--- src/rtl/ppu_sprite_evaluator.sv ---
// Per-scanline sprite evaluation: clears secondary OAM, then copies every primary OAM
// sprite whose Y range covers the target scanline, flagging overflow past the slot limit.
module ppu_sprite_evaluator #(
   parameter int unsigned OAM_ENTRIES      = 64,
   parameter int unsigned SPRITES_PER_LINE = 8,
   localparam int unsigned OAW = $clog2(OAM_ENTRIES * 4),
   localparam int unsigned SAW = $clog2(SPRITES_PER_LINE * 4),
   localparam int unsigned CW  = $clog2(SPRITES_PER_LINE + 1)
) (
   input  logic           i_clk,
   input  logic           i_reset_n,
   input  logic           i_start,
   input  logic [8:0]     i_scanline,
   input  logic           i_sprite_h16,
   output logic [OAW-1:0] o_oam_addr,
   input  logic [7:0]     i_oam_data,
   output logic           o_sec_we,
   output logic [SAW-1:0] o_sec_addr,
   output logic [7:0]     o_sec_data,
   output logic           o_busy,
   output logic           o_done,
   output logic [CW-1:0]  o_sprite_count,
   output logic           o_overflow,
   output logic           o_sprite0_hit
);

   localparam int unsigned NW = $clog2(OAM_ENTRIES);

   typedef enum logic [2:0] {
      StIdle, StClear, StFetchY, StCheckY, StFetchB, StStoreB, StDone
   } state_e;

   state_e          state_q, state_d;
   logic [8:0]      scanline_q, scanline_d;
   logic            h16_q, h16_d;
   logic [NW-1:0]   n_q, n_d;
   logic [SAW-1:0]  k_q, k_d;
   logic [1:0]      b_q, b_d;
   logic [CW-1:0]   count_q, count_d;
   logic            overflow_q, overflow_d;
   logic            sprite0_q, sprite0_d;

   logic [8:0]      y_ext;
   logic [8:0]      y_diff;
   logic            in_range;
   logic            last_n;
   logic            slots_full;

   // 9-bit unsigned compare: Y=0xFF can never wrap into range of a visible line.
   assign y_ext      = {1'b0, i_oam_data};
   assign y_diff     = scanline_q - y_ext;
   assign in_range   = (scanline_q >= y_ext) && (y_diff < (h16_q ? 9'd16 : 9'd8));
   assign last_n     = (n_q == NW'(OAM_ENTRIES - 1));
   assign slots_full = (count_q == CW'(SPRITES_PER_LINE));

   always_comb begin
      state_d    = state_q;
      scanline_d = scanline_q;
      h16_d      = h16_q;
      n_d        = n_q;
      k_d        = k_q;
      b_d        = b_q;
      count_d    = count_q;
      overflow_d = overflow_q;
      sprite0_d  = sprite0_q;
      o_oam_addr = '0;
      o_sec_we   = 1'b0;
      o_sec_addr = '0;
      o_sec_data = 8'h00;
      o_done     = 1'b0;

      case (state_q)
         StIdle: ;
         StClear: begin
            o_sec_we   = 1'b1;
            o_sec_addr = k_q;
            o_sec_data = 8'hFF;
            k_d        = k_q + SAW'(1);
            if (k_q == SAW'(SPRITES_PER_LINE * 4 - 1)) state_d = StFetchY;
         end
         StFetchY: begin
            o_oam_addr = {n_q, 2'b00};
            state_d    = StCheckY;
         end
         StCheckY: begin
            if (!in_range) begin
               if (last_n) begin
                  state_d = StDone;
               end else begin
                  n_d     = n_q + NW'(1);
                  state_d = StFetchY;
               end
            end else if (!slots_full) begin
               o_sec_we   = 1'b1;
               o_sec_addr = SAW'({count_q, 2'b00});
               o_sec_data = i_oam_data;
               if (n_q == '0) sprite0_d = 1'b1;
               b_d        = 2'd1;
               state_d    = StFetchB;
            end else begin
               overflow_d = 1'b1;
               state_d    = StDone;
            end
         end
         StFetchB: begin
            o_oam_addr = {n_q, b_q};
            state_d    = StStoreB;
         end
         StStoreB: begin
            o_sec_we   = 1'b1;
            o_sec_addr = SAW'({count_q, b_q});
            o_sec_data = i_oam_data;
            if (b_q != 2'd3) begin
               b_d     = b_q + 2'd1;
               state_d = StFetchB;
            end else begin
               count_d = count_q + CW'(1);
               if (last_n) begin
                  state_d = StDone;
               end else begin
                  n_d     = n_q + NW'(1);
                  state_d = StFetchY;
               end
            end
         end
         StDone: begin
            o_done  = 1'b1;
            state_d = StIdle;
         end
         default: state_d = StIdle;
      endcase

      // A start pulse in any state aborts the current pass and begins a fresh one.
      if (i_start) begin
         state_d    = StClear;
         scanline_d = i_scanline;
         h16_d      = i_sprite_h16;
         n_d        = '0;
         k_d        = '0;
         b_d        = '0;
         count_d    = '0;
         overflow_d = 1'b0;
         sprite0_d  = 1'b0;
      end
   end

   always_ff @(negedge i_clk or negedge i_reset_n) begin
      if (!i_reset_n) begin
         state_q    <= StIdle;
         scanline_q <= '0;
         h16_q      <= 1'b0;
         n_q        <= '0;
         k_q        <= '0;
         b_q        <= '0;
         count_q    <= '0;
         overflow_q <= 1'b0;
         sprite0_q  <= 1'b0;
      end else begin
         state_q    <= state_d;
         scanline_q <= scanline_d;
         h16_q      <= h16_d;
         n_q        <= n_d;
         k_q        <= k_d;
         b_q        <= b_d;
         count_q    <= count_d;
         overflow_q <= overflow_d;
         sprite0_q  <= sprite0_d;
      end
   end

   assign o_busy         = (state_q != StIdle);
   assign o_sprite_count = count_q;
   assign o_overflow     = overflow_q;
   assign o_sprite0_hit  = sprite0_q;

endmodule

--- config.mk ---
export PLATFORM = sky130hd
export DESIGN_NAME = ppu_sprite_evaluator
export DESIGN_NICKNAME = d
export VERILOG_FILES = /design/src/rtl/ppu_sprite_evaluator.sv
export SDC_FILE = /design/constraint.sdc
export NUM_CORES = 1
export LEC_CHECK = 0
export BUFFER_PORTS_ARGS = -buffer_cell sky130_fd_sc_hd__buf_2
export CAP_MARGIN = 10
export CELL_PAD_IN_SITES_DETAIL_PLACEMENT = 0
export CELL_PAD_IN_SITES_GLOBAL_PLACEMENT = 2
export CORE_ASPECT_RATIO = 1.2
export CORE_UTILIZATION = 29
export CTS_CLUSTER_SIZE = 20
export DETAILED_ROUTE_END_ITERATION = 8
export GPL_TIMING_DRIVEN = 0
export PLACE_DENSITY = 0.84
export SYNTH_ARGS = -nofsm -noshare
export SYNTH_HDL_FRONTEND = slang
export SYNTH_SLANG_ARGS = --single-unit
--- constraint.sdc ---
create_clock -name i_clk -period 3.1 [get_ports i_clk]
set_input_delay 0.31 -clock i_clk [delete_from_list [all_inputs] [get_ports i_clk]]
set_output_delay 0.31 -clock i_clk [all_outputs]
set_load 0.1 [all_outputs]
**Word-level counts from Yosys, hierarchy flattened**

Cells that the tools add are included.

- Div/mod/pow operators: 0
- Reduce and logical (&&, ||, !) cells: 18
- Multiply operators: 0
- $lt $le $gt $ge: 2
- Add/sub/neg operators: 5
- Bitwise gates (word level): 0
- Shift operators: 0
- Equality and inequality tests: 19
- Muxes and demuxes: 43

Operators with widths:

| operator | number |
|---|---|
| $mux 5 | 5 |
| $mux 6 | 4 |
| $pmux 8 s3 | 1 |
| $ne 3x3->1 const B | 6 |
| $pmux 3 s6 | 1 |
| $mux 8 | 2 |
| $pmux 8 s2 | 1 |
| $mux 3 | 5 |
| $pmux 5 s3 | 1 |
| $mux 1 | 12 |
| $mux 4 | 3 |
| $pmux 6 s2 | 1 |
| $reduce_bool 2->1 | 6 |
| $mux 2 | 5 |
| $eq 3x3->1 const B | 3 |
| $ge 9x8->1 | 1 |
| $lt 9x5->1 | 1 |
| $sub 9x8->9 | 1 |
| $ne 2x2->1 const B | 4 |
| $reduce_and 4->1 | 2 |
| $add 6x1->6 const B | 1 |
| $eq 3x2->1 const B | 2 |
| $eq 6x6->1 const B | 1 |
| $logic_not 6->1 | 1 |
| other kinds (14) | 17 |

- Memory bits (read-only): 0
- Flip-flop bits (word level): 32
- Output and inout bits: 30
- Memories: 0
- Word-level logic and storage cells: 96
- Latch bits: 0
- Input port bits: 21
- RAM bits: 0

**Logic depth before layout (Yosys ltp)**

- Depth after elaboration: 6
- Mapped depth: 13
- Depth with buffers taken out: 13

==> metrics.txt <==
status finished with violations; failing checks negative setup slack; clock sinks 32; DR iter-0 viols 87; Hold Path Sink o_overflow; CP Capture Type output port; DIE WIDTH ~83 um; Remaining Overflow, GRT 0; DPL Wire Length between 4000 and 5000 um; unique cell type count in the Yosys netlist 47; DIE HEIGHT between 90 and 100 um; All-Layer GR Usage 0.1773; Post-Syn Area roughly 2300 um2; post-synth top area share 0.3548; pwr/cell area ~320 nW/um2; HP Class flip-flop to flip-flop; Worst Skew ~0.008 ns; Finished Layout Cells 430; Worst Tran Pin Value 0.7968 ns; R2R depth 14; Starting Density 0.3049; Worst Hold Slack ~0.46 ns; Die Footprint around 8100 um2; FF-to-FF setup slack ~0.060 ns; port bufs 49; Max Transition Viols Final 0; Main synth FF type dfrtn_1; Worst Path Max Fanout 4; number of global-route vias before repair 2226; syn_area_per_cell 8.783 um2; GP Congestion 0.7416; layout cells sized above 1 0.4529; antenna violations before repair 0; largest net degree at the start of global routing 33; WL final roughly 6800 um; Max Cap Viol 0; Setup crit start kind flip-flop; drt pass-1 iters 4; RSZ-0062 raised after global routing true; reg2reg start scanline_q[1]; Final WS setup -1.964 ns; buffer and inverter count on the worst path 1; FF-to-FF End b_q[1]; Worst Hold Depth 2; sequential area share after synthesis 0.3548; CTS H-tree depth 2; # placed instances ~400; Num CTS Buffers 5; global-route wire length before repair 10950 um; Post-Synthesis Cells about 260; leakage around 1.7 nW; peak supply drop between 0.2 and 0.25 mV; area of the core 7402 um2; Synth top cells by count 46 x nor2_1, 32 x dfrtn_1, 16 x ha_1, 16 x inv_1, 14 x nand2_1; number of fill cells about 680; Post-Synthesis Net Count between 200 and 300; Clock Path Buffers 2; Seq cells post-synth 32; Hold Vio Cnt, Final 0; DR vias/cell 5.121; Ys Warns 0; top cells by area, synth dfrtn_1 35%, ha_1 8.9%, nor2_1 7.6%, mux2_2 4.0%, mux2i_1 3.1%; max incr delay on CP around 0.42 ns; DR vias between 2000 and 2500; top-count cell post-synth nor2_1; setup TNS -41.39 ns; Setup CP Type flip-flop to output port; Site Rows 34; Reg clk slew, reported paths ~0.05 ns; root buffer cell clkbuf_8; CP max-delay cell dfrtn_1; Final Power around 1.2 mW; Post-DRT Antenna Nets 0; count of final setup violators 36; min-delay src o_overflow; critical-path cell list ha_1 -> and2b_1 -> o221a_4 -> o31a_4 -> ha_4 -> a21o_1 -> a21oi_4 -> o2111ai_4 -> or3_4 -> nor2_2 -> o21a_4 -> buf_12; Critical Path AT 4.75 ns; Post-synth EDFFs 0; I/O Pins 51; Area growth syn-to-layout 66.69%; asr flop ratio synth 1.000; cell family contributing the most delay on the critical path compound AO/OA/AOI/OAI gates; Critical Path RT roughly 2.8 ns; fin nets ~380; DR WL/cell 15.78 um; CTS tree built; DRC violations left 0; antenna diode count 0; Max-slew headroom 0.4688; Skew-Pair Late Insertion Delay 0.30 ns; cell taking the most area after synthesis dfrtn_1
==> per-layer routing <==
layer  global-route usage  part of all wire  up-vias
met5                    0                 0        -
met4              0.04907             0.017        0
met3              0.02778             0.045        9
met2               0.3071              0.53       65
met1               0.2240              0.41     1061
li1                     -                 -     1067
==> cells by family (layout without fill, tap and decap cells) <==
kind of cell               Yosys count  in the layout  share of synthesized area
AOI/OAI and AO/OA                   51             51                     0.1685
muxes                               16             16                    0.07705
DFF                                 32             32                     0.3548
and+or+nand+nor                    104            104                     0.2234
buffers and inverters               27            110                    0.04490
adders and majority gates           16             16                    0.08869
xor gates and xnor gates            11             11                    0.04268
==> timing repair <==
item	CTS	global route
gates resized for setup	122	10
cloned	1	0
pin swaps	13	13
buffers inserted	19	8
hold buffers	0	0
endpoints found under the setup margin	43	36
endpoints found under the hold margin	0	0
==> area by class of cell <==
cell class                      count  area (um2)  share of cell area
Multi-Input combinational cell    198        1712              0.4549
Timing Repair Buffer               76       863.3              0.2295
Sequential cell                    32       800.8              0.2128
Tap cell                           90       112.6             0.02993
Buffer                             10       102.6             0.02727
Clock buffer                        6       72.57             0.01929
Inverter                           16       63.81             0.01696
Clock inverter                      2       35.03            0.009312
==> worst max-delay path by stage <==
stage	from	endpoint	slack, ns	cells past startpoint
floorplan	scanline_q[1]	o_sec_addr[3]	-1.75	11
global placement	scanline_q[1]	o_sec_data[2]	-1.97	12
detailed placement	scanline_q[1]	o_sec_data[2]	-2.00	13
CTS	scanline_q[1]	o_sec_data[7]	-1.95	13
global route	scanline_q[1]	o_sec_data[5]	-2.07	13
finish	scanline_q[1]	o_sec_data[7]	-1.96	12
==> tightest hold or removal path, cell delays in order, from the launching register on <==
cell	delay, ns
dfrtn_1	0.41
a21oi_1	0.04
nor2_1	0.08
==> state kept, by name, indices dropped and copies added, names as in the netlist <==
name and flops:
scanline_q 9, n_q 6, k_q 5, o_sprite_count 4, state_q 3, b_q 2, h16_q 1, o_overflow 1
o_sprite0_hit 1
==> layout by cell type, fill, tap and decap left out, types with 6 or more instances in the layout <==
master / count
nor2_1: 32
dfrtn_1: 32
buf_12: 24
buf_2: 23
buf_4: 21
inv_1: 15
ha_1: 14
nor2_4: 12
nand2_1: 11
a21oi_1: 9
o21ai_0: 9
nand3_1: 9
mux2_2: 8
clkbuf_8: 7
clkbuf_1: 6
xor2_1: 6
==> report_power, final <==
part / switching [mW] / internal [mW] / leakage (nW)
clock network: 0.177 / 0.239 / 0.0552
registers: 0.0133 / 0.437 / 0.418
logic: 0.170 / 0.151 / 1.23
total: 0.359 / 0.827 / 1.70
==> metrics by stage <==
stage,utilization,area [um2],setup slack [ns]
CTS,0.4961,3672,-1.954
global route,0.5083,3762,-2.069
global placement,0.3947,2922,-1.972
floorplan,-,2564,-1.755
finish,0.5083,3762,-1.964
detailed placement,0.3947,2922,-2.000
Note: power is estimated with default switching activity, not from simulation.
